==> config.mk <==
export PLATFORM = sky130hd
export DESIGN_NAME = display_share_arbiter
export DESIGN_NICKNAME = d
export VERILOG_FILES = /design/src/rtl/display_share_arbiter.sv
export SDC_FILE = /design/constraint.sdc
export NUM_CORES = 1
export LEC_CHECK = 0
export ABC_AREA = 1
export BUFFER_PORTS_ARGS = -buffer_cell sky130_fd_sc_hd__clkbuf_2
export CAP_MARGIN = 20
export CORE_UTILIZATION = 53
export CTS_BUF_LIST = sky130_fd_sc_hd__clkbuf_2 sky130_fd_sc_hd__clkbuf_4 sky130_fd_sc_hd__clkbuf_8
export CTS_CLUSTER_SIZE = 30
export DETAILED_ROUTE_END_ITERATION = 6
export MAX_ROUTING_LAYER = met4
export PLACE_DENSITY = 0.82
export SKIP_CTS_REPAIR_TIMING = 1
export SYNTH_ARGS = -nofsm -noshare
export SYNTH_HDL_FRONTEND = slang
export SYNTH_SLANG_ARGS = --single-unit
==> constraint.sdc <==
create_clock -name clk -period 6.8 [get_ports clk]
set_input_delay 0.34 -clock clk [delete_from_list [all_inputs] [get_ports clk]]
set_output_delay 0.34 -clock clk [all_outputs]
set_load 0.05 [all_outputs]
==> src/rtl/display_share_arbiter.sv <==
// -----------------------------------------------------------------------------
// display_share_arbiter
//
// Shares one 4-digit 7-segment display between three sources. A round-robin
// arbiter hands the display to one source at a time, and the winner keeps it
// for at least HOLD_CYCLES clocks so the downstream driver sees a stable
// source. All outputs are registered and feed the display driver directly.
//
// Ports
//   clk         in   system clock, rising edge
//   rst         in   synchronous reset, active-low (0 = reset)
//   req_in      in   [2:0]  level request per source
//   val_N_in    in   [15:0] source N digits, [3:0]=digit 0 .. [15:12]=digit 3
//   dp_N_in     in   [3:0]  source N decimal points, bit i = digit i
//   ack_out     out  [2:0]  one-hot pulse on the cycle a source gains the grant
//   grant_out   out  [1:0]  current owner index (valid while busy_out=1)
//   busy_out    out         1 while a source owns the display
//   hex_N_out   out  [3:0]  digit N to the display driver
//   dp_out      out  [3:0]  decimal points to the display driver
//   blank_out   out         1 when nobody owns the display
// -----------------------------------------------------------------------------
module display_share_arbiter #(
  parameter int HOLD_CYCLES = 200
) (
  input  logic        clk,
  input  logic        rst,
  input  logic [2:0]  req_in,
  input  logic [15:0] val_0_in,
  input  logic [15:0] val_1_in,
  input  logic [15:0] val_2_in,
  input  logic [3:0]  dp_0_in,
  input  logic [3:0]  dp_1_in,
  input  logic [3:0]  dp_2_in,
  output logic [2:0]  ack_out,
  output logic [1:0]  grant_out,
  output logic        busy_out,
  output logic [3:0]  hex_0_out,
  output logic [3:0]  hex_1_out,
  output logic [3:0]  hex_2_out,
  output logic [3:0]  hex_3_out,
  output logic [3:0]  dp_out,
  output logic        blank_out
);

  localparam int CW = $clog2(HOLD_CYCLES + 1);

  typedef enum logic {IDLE, SHOW} state_t;

  typedef struct packed {
    logic       found;
    logic [1:0] idx;
  } pick_t;

  state_t          state_q, state_d;
  logic [CW-1:0]   cnt_q, cnt_d;
  logic [1:0]      last_q, last_d;
  logic [1:0]      grant_q, grant_d;
  logic [2:0]      ack_q, ack_d;
  logic [15:0]     hex_q, hex_d;
  logic [3:0]      dp_q, dp_d;

  pick_t           win;
  logic [15:0]     owner_val, win_val;
  logic [3:0]      owner_dp, win_dp;
  logic            hold_done;

  // Round-robin pick: search last+1, last+2, last (mod 3); the previous
  // owner therefore always comes last.
  function automatic pick_t pick_winner(input logic [2:0] req, input logic [1:0] last);
    pick_t      res;
    logic [1:0] cand;
    res = '0;
    for (int k = 1; k <= 3; k++) begin
      cand = 2'((int'(last) + k) % 3);
      if (!res.found && req[cand]) begin
        res.found = 1'b1;
        res.idx   = cand;
      end
    end
    return res;
  endfunction

  function automatic logic [15:0] sel_val(input logic [1:0] idx, input logic [15:0] v0,
                                          input logic [15:0] v1, input logic [15:0] v2);
    case (idx)
      2'd0:    return v0;
      2'd1:    return v1;
      default: return v2;
    endcase
  endfunction

  function automatic logic [3:0] sel_dp(input logic [1:0] idx, input logic [3:0] d0,
                                        input logic [3:0] d1, input logic [3:0] d2);
    case (idx)
      2'd0:    return d0;
      2'd1:    return d1;
      default: return d2;
    endcase
  endfunction

  // While in SHOW, last_q always equals the owner, so the same pick gives
  // the owner lowest priority at hold expiry.
  assign win       = pick_winner(req_in, last_q);
  assign win_val   = sel_val(win.idx, val_0_in, val_1_in, val_2_in);
  assign win_dp    = sel_dp(win.idx, dp_0_in, dp_1_in, dp_2_in);
  assign owner_val = sel_val(grant_q, val_0_in, val_1_in, val_2_in);
  assign owner_dp  = sel_dp(grant_q, dp_0_in, dp_1_in, dp_2_in);
  assign hold_done = (cnt_q == CW'(HOLD_CYCLES - 1));

  // NOTE: every signal driven here gets a default first, so no path can leave
  // one unassigned and infer a latch.
  always_comb begin
    state_d = state_q;
    cnt_d   = cnt_q;
    last_d  = last_q;
    grant_d = grant_q;
    ack_d   = '0;
    hex_d   = hex_q;
    dp_d    = dp_q;

    case (state_q)
      IDLE: begin
        if (win.found) begin
          state_d = SHOW;
          grant_d = win.idx;
          last_d  = win.idx;
          ack_d   = 3'b001 << win.idx;
          hex_d   = win_val;
          dp_d    = win_dp;
          cnt_d   = '0;
        end
      end

      SHOW: begin
        if (hold_done) begin
          cnt_d = '0;
          if (!win.found) begin
            // Nobody wants the display; grant_out keeps the last owner.
            state_d = IDLE;
            hex_d   = '0;
            dp_d    = '0;
          end else if (win.idx != grant_q) begin
            grant_d = win.idx;
            last_d  = win.idx;
            ack_d   = 3'b001 << win.idx;
            hex_d   = win_val;
            dp_d    = win_dp;
          end else if (req_in[grant_q]) begin
            hex_d = owner_val;
            dp_d  = owner_dp;
          end
        end else begin
          cnt_d = cnt_q + CW'(1);
          // A released owner keeps its frozen value until the hold expires.
          if (req_in[grant_q]) begin
            hex_d = owner_val;
            dp_d  = owner_dp;
          end
        end
      end

      default: state_d = IDLE;
    endcase
  end

  // NOTE: sequential state uses non-blocking assignments so every register
  // samples the pre-edge values, independent of statement order.
  always_ff @(posedge clk) begin
    if (!rst) begin
      state_q <= IDLE;
      cnt_q   <= '0;
      last_q  <= 2'd2;
      grant_q <= '0;
      ack_q   <= '0;
      hex_q   <= '0;
      dp_q    <= '0;
    end else begin
      state_q <= state_d;
      cnt_q   <= cnt_d;
      last_q  <= last_d;
      grant_q <= grant_d;
      ack_q   <= ack_d;
      hex_q   <= hex_d;
      dp_q    <= dp_d;
    end
  end

  assign ack_out   = ack_q;
  assign grant_out = grant_q;
  assign busy_out  = (state_q == SHOW);
  assign blank_out = (state_q == IDLE);
  assign hex_0_out = hex_q[3:0];
  assign hex_1_out = hex_q[7:4];
  assign hex_2_out = hex_q[11:8];
  assign hex_3_out = hex_q[15:12];
  assign dp_out    = dp_q;

endmodule

==> impl_metrics.sql, run 1 <==
INSERT INTO impl_metrics (metric_group, metric, value, unit) VALUES
('cts', 'clock_sinks', '35', ''),
('synth', 'synth_enable_flop_cells', '0', ''),
('timing', 'max_slew.worst_pin.slew', '1048', 'ps'),
('place', 'gp_congestion', '0.8739', ''),
('route', 'iteration_0_drc_markers', '414', ''),
('timing', 'hold_viol', '0', ''),
('finish', 'utilization', '66.55', '%'),
('route', 'wl_per_cell', '14.46', 'um'),
('critical_path', 'reg2reg_setup_slack', '3810', 'ps'),
('synth', 'syn-num-nets', '593', ''),
('critical_path', 'cp-end-kind', 'flip-flop', ''),
('synth', 'mappedNetlistArea', '2985', 'um2'),
('timing', 'maxSlewViolCount', '0', ''),
('synth', 'synth_warnings', '0', ''),
('synth', 'synthesis.instances', '524', ''),
('cts', 'cts.htree.levels', '2', ''),
('critical_path', 'timing.critical_path.from_type', 'flip-flop', ''),
('synth', 'ranking_of_synthesized_cells_by_area', 'sky130_fd_sc_hd__dfxtp_1 (23%), sky130_fd_sc_hd__nand2_1 (19%), sky130_fd_sc_hd__nand3_1 (12%)', ''),
('run_status', 'outcome', 'finished, final reports clean', ''),
('finish', 'register_area', '700.7', 'um2'),
('global_routing', 'grt_pass1_vias', '3367', ''),
('place', 'buffer_ports.inserted', '91', ''),
('global_routing', 'grt_remaining_overflow', '0', ''),
('critical_path', 'critPathKind', 'flip-flop to flip-flop', ''),
('critical_path', 'path_max_fanout', '27', ''),
('min_path', 'worst_hold_path_type', 'input port to flip-flop', ''),
('cts', 'clockBufferDepth', '2', ''),
('floorplan', 'boundaryPins', '92', ''),
('finish', 'final_area', '3507', 'um2'),
('place', 'placed_area', '3390', 'um2'),
('critical_path', 'arrival', '3150', 'ps'),
('synth', 'synth_async_sr_flop_share', '0', '%'),
('finish', 'multi_input_logic_area', '1948', 'um2'),
('floorplan', 'die_h', '77.05', 'um'),
('synth', 'ys_types', '36', ''),
('floorplan', 'fp.coreArea', '5270', 'um2'),
('route', 'route.final.wire_length', '9.630', 'mm'),
('route', 'first_pass_iters', '5', ''),
('finish', 'n_fill_cell', '545', ''),
('global_routing', 'grt_start_max_net_pins', '28', ''),
('timing', 'finalCriticalPeriod', '2989', 'ps'),
('synth', 'synth-main-ff-cell', 'sky130_fd_sc_hd__dfxtp_1', ''),
('finish', 'design.final.nets', '664', ''),
('floorplan', 'fp-row-count', '26', ''),
('critical_path', 'worst_ep_required_time', '6960', 'ps'),
('synth', 'syn-mean-instance-area', '5.697', 'um2'),
('synth', 'synth_seq_cells', '35', ''),
('floorplan', 'die_x', '77.05', 'um'),
('timing', 'worst_clock_skew', '8.828', 'ps'),
('flow_run', 'timing.max_cap.violations', '0', ''),
('cts', 'cts_buffers', '5', ''),
('cts', 'clk_root_buffer_cell', 'sky130_fd_sc_hd__clkbuf_8', ''),
('cts', 'clk_pin_slew_worst_paths', '80', 'ps'),
('timing', 'setup_repair_after_global_routing_missed_its_margin', 'false', ''),
('finish', 'post_route_cells_drive_above_1_share', '21.14', '%'),
('synth', 'synthMostInstantiatedCell', 'sky130_fd_sc_hd__nand2_1', ''),
('floorplan', 'die_outline_area', '5937', 'um2'),
('finish', 'layout-area-overhead-vs-synth', '17.48', '%'),
('timing', 'setup_tns', '0', 'ps'),
('synth', 'synth_top_cell_area_share', '23.47', '%'),
('place', 'hpwl', '6.513', 'mm'),
('route', 'route.antenna.remaining_nets', '0', ''),
('global_routing', 'grt_pass1_wl', '15.37', 'mm'),
('cts', 'worstSkewPairLatency', '300', 'ps'),
('finish', 'num_antenna_cells', '0', ''),
('synth', 'synth_top_cells_by_count', 'sky130_fd_sc_hd__nand2_1 (148), sky130_fd_sc_hd__nand3_1 (74), sky130_fd_sc_hd__nor2_1 (70)', ''),
('timing', 'timing.final.crit_share', '43.96', '%'),
('global_routing', 'grt_util_all_layers', '33.01', '%'),
('synth', 'synth_top_area_cell', 'sky130_fd_sc_hd__dfxtp_1', ''),
('timing', 'setup_viol_count_final', '0', ''),
('route', 'drt_drc_violations_left', '0', ''),
('global_routing', 'antenna_found_initial', '0', ''),
('route', 'vias', '3869', ''),
('floorplan', 'start_util', '56.65', '%'),
('cts', 'cts_tree', 'built', ''),
('route', 'post_drt_via_cell_ratio', '5.809', ''),
('timing', 'maxSlewHeadroom', '29.85', '%'),
('synth', 'part_of_the_yosys_area_used_for_sequential_elements', '23.47', '%'),
('timing', 'max_freq', '334.5', 'MHz');
==> critical path, stage by stage, from the launching register on <==
cell and delay (ps):
sky130_fd_sc_hd__dfxtp_1 430, sky130_fd_sc_hd__inv_1 130, sky130_fd_sc_hd__ha_1 430, sky130_fd_sc_hd__inv_2 120, sky130_fd_sc_hd__nand2_1 60, sky130_fd_sc_hd__nand3_1 90, sky130_fd_sc_hd__nand2_2 80, sky130_fd_sc_hd__nand2_2 70
sky130_fd_sc_hd__nor2_1 70, sky130_fd_sc_hd__nand2_1 90, sky130_fd_sc_hd__clkinv_1 710, sky130_fd_sc_hd__nand2_1 220, sky130_fd_sc_hd__o21ai_0 120, sky130_fd_sc_hd__a21oi_1 130, sky130_fd_sc_hd__a21oi_1 80
==> metrics by stage <==
step	hold WS, ps	std cells	worst slack (ps)
floorplan	447.5	524	4556
global placement	470.9	658	3978
detailed placement	480.3	658	3908
CTS	445.9	666	3877
global route	466.2	666	3581
finish	446.4	666	3811
==> registers in the layout (all words and copies together) (netlist names) <==
name / cells
ack_out: 3
busy_out: 1
cnt_q: 8
dp_out: 4
grant_out: 1
hex_q: 16
last_q: 2
==> logic make-up (layout without fill, tap and decap cells) <==
group	count (synthesis)	count (layout)	share of synthesized area (%)
AND/OR/NAND/NOR	315	315	45.60
AO/OA/AOI/OAI	90	90	17.69
buffers and inverters	79	151	11.27
flip-flops	35	35	23.47
adder cells (fa/ha/maj)	4	4	1.677
XOR/XNOR	1	1	0.2934
==> final timing paths <==
check / from / endpoint / cells after the start
max: last_q[0]$_SDFFE_PN0P_ / hex_q[2]$_SDFFE_PN0N_ / 14
max reg2reg: last_q[0]$_SDFFE_PN0P_ / hex_q[2]$_SDFFE_PN0N_ / 14
min reg2reg: cnt_q[1]$_SDFFE_PN0N_ / cnt_q[1]$_SDFFE_PN0N_ / 2
min: val_0_in[3] / hex_q[3]$_SDFFE_PN0N_ / 5
==> metal layers <==
layer	vias to the layer above	global-route usage [%]	share of wire, %
li1	1861	-	-
met5	-	-	0
met4	0	13.77	2.7
met3	32	4.524	9.3
met1	1740	40.58	41
met2	236	54.11	47
==> cells in the final DEF, fill, tap and decap left out, drive strengths merged, types with 3 or more instances in the layout <==
cell type,synthesis,final
nor2,71,71
clkinv,2,3
o31ai,13,13
o21ai,40,40
nor3,5,5
a21oi,16,16
nand3,76,76
ha,4,4
dfxtp,35,35
clkbuf,11,97
o22ai,13,13
nand2,160,160
inv,50,50
==> area by class of cell <==
| type | count | area share [%] |
|---|---|---|
| Clock buffer | 6 | 2.355 |
| Multi-Input combinational cell | 410 | 55.55 |
| Inverter | 52 | 5.637 |
| Timing Repair Buffer | 91 | 12.99 |
| Tap cell | 70 | 2.497 |
| Sequential cell | 35 | 19.98 |
| Clock inverter | 2 | 0.9989 |
Power of run 1 is left out: the tool's default activity adds up to more than one toggle a clock period on the data nets, which glitch-free logic cannot reach.
==> run 2, diff against run 1 <==
CORE_UTILIZATION = 48   (was 53)
PLACE_DENSITY = 0.79   (was 0.82)
clock period = 2.7 ns   (was 6.8 ns; I/O delays follow)
==> run 2 against run 1 <==
Effect of this change: first-iteration DRC count is 6.8% lower; largest cell class unchanged; design area rose by 3.1%; global-route usage down 1.6 points; register-to-register slack got worse by 3600 ps.
==> impl_metrics.sql, run 2 (synthesized netlist as in run 1, its figures left out) <==
INSERT INTO impl_metrics (metric_group, metric, value, unit) VALUES
('route', 'iteration_0_drc_markers', '386', ''),
('global_routing', 'grt_start_max_net_pins', '25', ''),
('place', 'buffer_ports.inserted', '91', ''),
('global_routing', 'antenna_found_initial', '0', ''),
('route', 'drt_drc_violations_left', '0', ''),
('timing', 'maxSlewViolCount', '0', ''),
('timing', 'maxSlewHeadroom', '47.25', '%'),
('floorplan', 'fp.coreArea', '5956', 'um2'),
('cts', 'cts_tree', 'built', ''),
('finish', 'num_antenna_cells', '0', ''),
('critical_path', 'path_max_fanout', '14', ''),
('critical_path', 'cp_max_delay_cell', 'sky130_fd_sc_hd__dfxtp_2', ''),
('floorplan', 'boundaryPins', '92', ''),
('route', 'route.final.wire_length', '9.687', 'mm'),
('critical_path', 'worst-path-buf-inv', '4', ''),
('floorplan', 'die_x', '80.87', 'um'),
('flow_run', 'timing.max_cap.violations', '0', ''),
('place', 'placed_area', '3493', 'um2'),
('critical_path', 'critical-path-top-delay-family', 'buffers and inverters', ''),
('place', 'hpwl', '6.884', 'mm'),
('timing', 'hold_viol', '0', ''),
('critical_path', 'crit_path_max_incr_delay', '390', 'ps'),
('route', 'post_drt_via_cell_ratio', '5.639', ''),
('critical_path', 'timing.critical_path.from_type', 'flip-flop', ''),
('finish', 'multi_input_logic_area', '1963', 'um2'),
('finish', 'register_area', '701.9', 'um2'),
('cts', 'clk_root_buffer_cell', 'sky130_fd_sc_hd__clkbuf_8', ''),
('global_routing', 'grt_remaining_overflow', '0', ''),
('timing', 'setup_tns', '0', 'ps'),
('place', 'gp_congestion', '0.8775', ''),
('floorplan', 'die_outline_area', '6539', 'um2'),
('timing', 'worst_clock_skew', '8.013', 'ps'),
('floorplan', 'die_h', '80.87', 'um'),
('finish', 'post_route_cells_drive_above_1_share', '23.32', '%'),
('cts', 'clk_pin_slew_worst_paths', '80', 'ps'),
('timing', 'setup_repair_after_global_routing_missed_its_margin', 'false', ''),
('critical_path', 'cp_cell_sequence', 'inv_1, ha_4, inv_2, nand3_1, nand2_1, nand2_2, nor2_1, nand2_1, clkinv_1, buf_4, nand2_1, nand3_1, nor2_1, nor2_1', ''),
('route', 'first_pass_iters', '5', ''),
('floorplan', 'fp-row-count', '28', ''),
('timing', 'max_freq', '410.0', 'MHz'),
('run_status', 'outcome', 'finished, final reports clean', ''),
('timing', 'finalCriticalPeriod', '2439', 'ps'),
('critical_path', 'arrival', '2600', 'ps'),
('timing', 'setup_viol_count_final', '0', ''),
('timing', 'timing.final.crit_share', '90.34', '%'),
('route', 'wl_per_cell', '14.16', 'um'),
('min_path', 'worst_hold_path_type', 'input port to flip-flop', ''),
('finish', 'design.final.nets', '678', ''),
('critical_path', 'critPathKind', 'flip-flop to flip-flop', ''),
('finish', 'final_area', '3617', 'um2'),
('route', 'vias', '3857', ''),
('cts', 'cts_buffers', '5', ''),
('critical_path', 'cp-end-kind', 'flip-flop', ''),
('finish', 'n_fill_cell', '589', ''),
('timing', 'max_slew.worst_pin.slew', '790.4', 'ps'),
('floorplan', 'start_util', '50.13', '%'),
('finish', 'layout.cells.most_common', 'sky130_fd_sc_hd__nand2_1', ''),
('cts', 'worstSkewPairLatency', '290', 'ps'),
('cts', 'clockBufferDepth', '2', ''),
('cts', 'clock_sinks', '35', ''),
('global_routing', 'grt_pass1_vias', '3408', ''),
('route', 'route.antenna.remaining_nets', '0', ''),
('cts', 'cts.htree.levels', '2', ''),
('finish', 'number_of_flip_flops_in_the_largest_register', '16', ''),
('finish', 'registers.top_by_ff_count', 'hex_q', ''),
('global_routing', 'grt_pass1_wl', '15.50', 'mm'),
('critical_path', 'worst_ep_required_time', '2860', 'ps'),
('finish', 'most-common-layout-cells', 'sky130_fd_sc_hd__nand2_1 (148), sky130_fd_sc_hd__clkbuf_2 (91), sky130_fd_sc_hd__nand3_1 (74), sky130_fd_sc_hd__nor2_1 (69), sky130_fd_sc_hd__inv_1 (41)', ''),
('finish', 'layout-area-overhead-vs-synth', '21.17', '%'),
('global_routing', 'grt_util_all_layers', '31.43', '%');
[run 2: final timing paths]
| kind | startpoint | end | slack (ps) | depth (start not counted) |
|---|---|---|---|---|
| worst max-delay path | last_q[0]$_SDFFE_PN0P_ | dp_out[2]$_SDFFE_PN0N_ | 260 | 14 |
| worst min register to register | cnt_q[1]$_SDFFE_PN0N_ | cnt_q[1]$_SDFFE_PN0N_ | 490 | 2 |
| worst min-delay path | val_0_in[2] | hex_q[2]$_SDFFE_PN0N_ | 250 | 5 |
| worst max register to register | last_q[0]$_SDFFE_PN0P_ | dp_out[2]$_SDFFE_PN0N_ | 260 | 14 |
[run 2: layout make-up]
type / count / share of cell area, %
sequential: 35 / 19.41
tap: 75 / 2.594
inverter: 52 / 5.465
timing repair buffer: 105 / 15.84
clock buffer: 6 / 2.283
multi-input combinational: 410 / 54.27
clock inverter: 1 / 0.1384
[run 2: metal layers]
layer  track usage, %  share of wire, %
met5                -                 0
met3            4.831               8.4
met2            48.57                47
met1            40.61                43
met4            13.21               1.8
[run 2: tightest hold or removal path: cells and delay by family]
kind / cells / cell delay [ps]
AND/OR/NAND/NOR: 3 / 230
buffers and inverters: 1 / 90
AO/OA/AOI/OAI: 1 / 50
[run 2: through the flow]
| step | instances | worst slack (ps) | hold slack (ps) | util, % |
|---|---|---|---|---|
| after floorplan | 524 | 456.2 | 273.4 | - |
| after global placement | 676 | 145.7 | 469.7 | 58.66 |
| after detailed placement | 676 | 86.69 | 483.0 | 58.66 |
| after CTS | 683 | 52.92 | 249.7 | 60.13 |
| after global routing | 684 | 29.42 | 290.8 | 60.74 |
| final | 684 | 260.7 | 252.9 | 60.74 |
Power of run 2 is left out for the same reason.
==> run 3, diff against run 2 <==
CORE_UTILIZATION = 47   (was 48)
CTS_BUF_LIST = sky130_fd_sc_hd__clkbuf_16   (was sky130_fd_sc_hd__clkbuf_2 sky130_fd_sc_hd__clkbuf_4 sky130_fd_sc_hd__clkbuf_8)
GPL_ROUTABILITY_DRIVEN = 0   (was not set)
PLACE_DENSITY = 0.77   (was 0.79)
SKIP_CTS_REPAIR_TIMING = not set   (was 1)
==> run 3 against run 2 <==
Effect of this change: final cell count grew 0.15%; critical endpoint is now hex_q[11]$_SDFFE_PN0N_; non-clock buffer count grew 1; design area rose by 3.0%; sequential cell count unchanged; via count is 3.2% higher; sequential share of layout area shrank 0.57 points; hold slack about the same; worst setup slack worse by 63 ps; first-iteration DRC count down 2.1%.
==> impl_metrics.sql, run 3 (synthesized netlist as in run 1, its figures left out) <==
INSERT INTO impl_metrics (metric_group, metric, value, unit) VALUES
('critical_path', 'timing.critical_path.from_type', 'flip-flop', ''),
('global_routing', 'grt_pass1_wl', '16.16', 'mm'),
('floorplan', 'die_h', '81.70', 'um'),
('timing', 'timing.final.ws_setup', '198.0', 'ps'),
('global_routing', 'grt_pass1_vias', '3625', ''),
('timing', 'maxSlewHeadroom', '43.68', '%'),
('place', 'dp_worst_setup_slack', '112.1', 'ps'),
('cts', 'cts_buffers', '5', ''),
('cts', 'clock_sinks', '35', ''),
('critical_path', 'reg2reg_setup_slack', '200', 'ps'),
('cts', 'cts.htree.levels', '2', ''),
('global_routing', 'grt_remaining_overflow', '0', ''),
('route', 'iteration_0_drc_markers', '378', ''),
('finish', 'layout.cells.most_common', 'sky130_fd_sc_hd__nand2_1', ''),
('floorplan', 'start_util', '49.54', '%'),
('route', 'wl_per_cell', '15.00', 'um'),
('timing', 'maxSlewViolCount', '0', ''),
('critical_path', 'worstReg2RegEnd', 'hex_q[11]$_SDFFE_PN0N_', ''),
('floorplan', 'die_outline_area', '6675', 'um2'),
('finish', 'post_route_cells_drive_above_1_share', '23.77', '%'),
('floorplan', 'boundaryPins', '92', ''),
('finish', 'num_antenna_cells', '0', ''),
('route', 'vias', '3980', ''),
('timing', 'max_slew.worst_pin.slew', '843.8', 'ps'),
('floorplan', 'fp.coreArea', '6026', 'um2'),
('finish', 'number_of_flip_flops_in_the_largest_register', '16', ''),
('route', 'route.antenna.remaining_nets', '0', ''),
('place', 'dpl.cell_count', '676', ''),
('finish', 'design.final.nets', '679', ''),
('critical_path', 'critPathKind', 'flip-flop to flip-flop', ''),
('finish', 'utilization', '61.86', '%'),
('cts', 'worstSkewPairLatency', '290', 'ps'),
('min_path', 'hold_path_start', 'rst', ''),
('timing', 'setup_repair_after_global_routing_missed_its_margin', 'false', ''),
('floorplan', 'fp-row-count', '28', ''),
('timing', 'setup_tns', '0', 'ps'),
('cts', 'clk_root_buffer_cell', 'sky130_fd_sc_hd__clkbuf_16', ''),
('finish', 'most-common-layout-cells', 'sky130_fd_sc_hd__nand2_1 (148), sky130_fd_sc_hd__clkbuf_2 (91), sky130_fd_sc_hd__nand3_1 (74), sky130_fd_sc_hd__nor2_1 (69), sky130_fd_sc_hd__inv_1 (41)', ''),
('critical_path', 'regToRegStartpoint', 'last_q[0]$_SDFFE_PN0P_', ''),
('finish', 'registers.top_by_ff_count', 'hex_q', ''),
('timing', 'finalCriticalPeriod', '2502', 'ps'),
('timing', 'max_freq', '399.7', 'MHz'),
('timing', 'hold_viol', '0', ''),
('timing', 'worst_clock_skew', '5.030', 'ps'),
('finish', 'layout-area-overhead-vs-synth', '24.85', '%'),
('place', 'buffer_ports.inserted', '91', ''),
('critical_path', 'arrival', '2640', 'ps'),
('floorplan', 'die_x', '81.70', 'um'),
('critical_path', 'path_max_fanout', '10', ''),
('timing', 'timing.final.crit_share', '92.67', '%'),
('global_routing', 'antenna_found_initial', '0', ''),
('critical_path', 'cp-end-kind', 'flip-flop', ''),
('place', 'hpwl', '7.027', 'mm'),
('cts', 'cts_tree', 'built', ''),
('min_path', 'worst_hold_path_type', 'input port to flip-flop', ''),
('global_routing', 'grt_start_max_net_pins', '25', ''),
('run_status', 'outcome', 'finished, final reports clean', ''),
('cts', 'clockBufferDepth', '2', ''),
('flow_run', 'timing.max_cap.violations', '0', ''),
('min_path', 'whs_path_depth', '3', ''),
('route', 'drt_drc_violations_left', '0', ''),
('min_path', 'hold-path-endpoint', 'hex_q[1]$_SDFFE_PN0N_', ''),
('cts', 'clk_pin_slew_worst_paths', '60', 'ps'),
('critical_path', 'worst_ep_required_time', '2830', 'ps'),
('finish', 'finalNonFillerCells', '685', ''),
('route', 'post_drt_via_cell_ratio', '5.810', ''),
('route', 'first_pass_iters', '6', ''),
('timing', 'setup_viol_count_final', '0', ''),
('global_routing', 'grt_util_all_layers', '32.00', '%'),
('route', 'route.final.wire_length', '10.28', 'mm'),
('cts', 'cts_hold_buf', '0', ''),
('critical_path', 'reg2regPathDepth', '15', '');
-- run 3: layer usage --
metal	up-vias	GRT usage (%)	share of wire, %
met1	1814	39.40	40
li1	1896	-	-
met3	33	4.667	10
met4	0	12.98	2.4
met5	-	-	0
met2	237	52.33	47
-- run 3: worst max path at each step --
stage                                 to  cells after the start  slack (ps)                    from
6_report          hex_q[11]$_SDFFE_PN0N_                     15         200  last_q[0]$_SDFFE_PN0P_
5_1_grt           dp_out[2]$_SDFFE_PN0N_                     16          50  last_q[0]$_SDFFE_PN0P_
4_1_cts           dp_out[2]$_SDFFE_PN0N_                     15          90  last_q[0]$_SDFFE_PN0P_
3_5_place_dp   grant_out[1]$_SDFFE_PN0P_                     15         110  last_q[0]$_SDFFE_PN0P_
3_3_place_gp   grant_out[1]$_SDFFE_PN0P_                     15         200  last_q[0]$_SDFFE_PN0P_
2_1_floorplan     dp_out[1]$_SDFFE_PN0N_                     20         460  last_q[0]$_SDFFE_PN0P_
-- run 3: what timing repair did --
item                       4_1_cts  5_1_grt
resized for setup                0        8
setup endpoints to repair        0       26
setup buffers                    0        2
-- run 3: cell type report --
| type | count | area [um2] |
|---|---|---|
| Tap cell | 75 | 93.84 |
| Multi-Input combinational cell | 410 | 1987 |
| Inverter | 52 | 201.4 |
| Clock buffer | 5 | 125.1 |
| Timing Repair Buffer | 106 | 580.6 |
| Fill cell | 581 | 2298 |
| Sequential cell | 35 | 701.9 |
| Clock inverter | 2 | 37.54 |
-- run 3: critical path, cell delays in order, from the launching register on --
cell                       delay, ps
sky130_fd_sc_hd__dfxtp_2         370
sky130_fd_sc_hd__inv_1            90
sky130_fd_sc_hd__buf_4           160
sky130_fd_sc_hd__ha_1            240
sky130_fd_sc_hd__nand3b_1        190
sky130_fd_sc_hd__nand2_2         130
sky130_fd_sc_hd__nand3_1         100
sky130_fd_sc_hd__nand3_1         120
sky130_fd_sc_hd__nand2_2         120
sky130_fd_sc_hd__inv_2           230
sky130_fd_sc_hd__nor2_4          100
sky130_fd_sc_hd__buf_4           150
sky130_fd_sc_hd__nand2_1          80
sky130_fd_sc_hd__nand2_1          70
sky130_fd_sc_hd__a21oi_1         120
sky130_fd_sc_hd__a21oi_1          80
-- run 3: per-stage QoR --
stage	hold slack, ps	cell area [um2]
after detailed placement	491.6	3493
after global routing	288.7	3727
after global placement	471.9	3493
after CTS	256.8	3656
final	252.7	3727
after floorplan	273.4	2985
Power of run 3 is left out for the same reason.
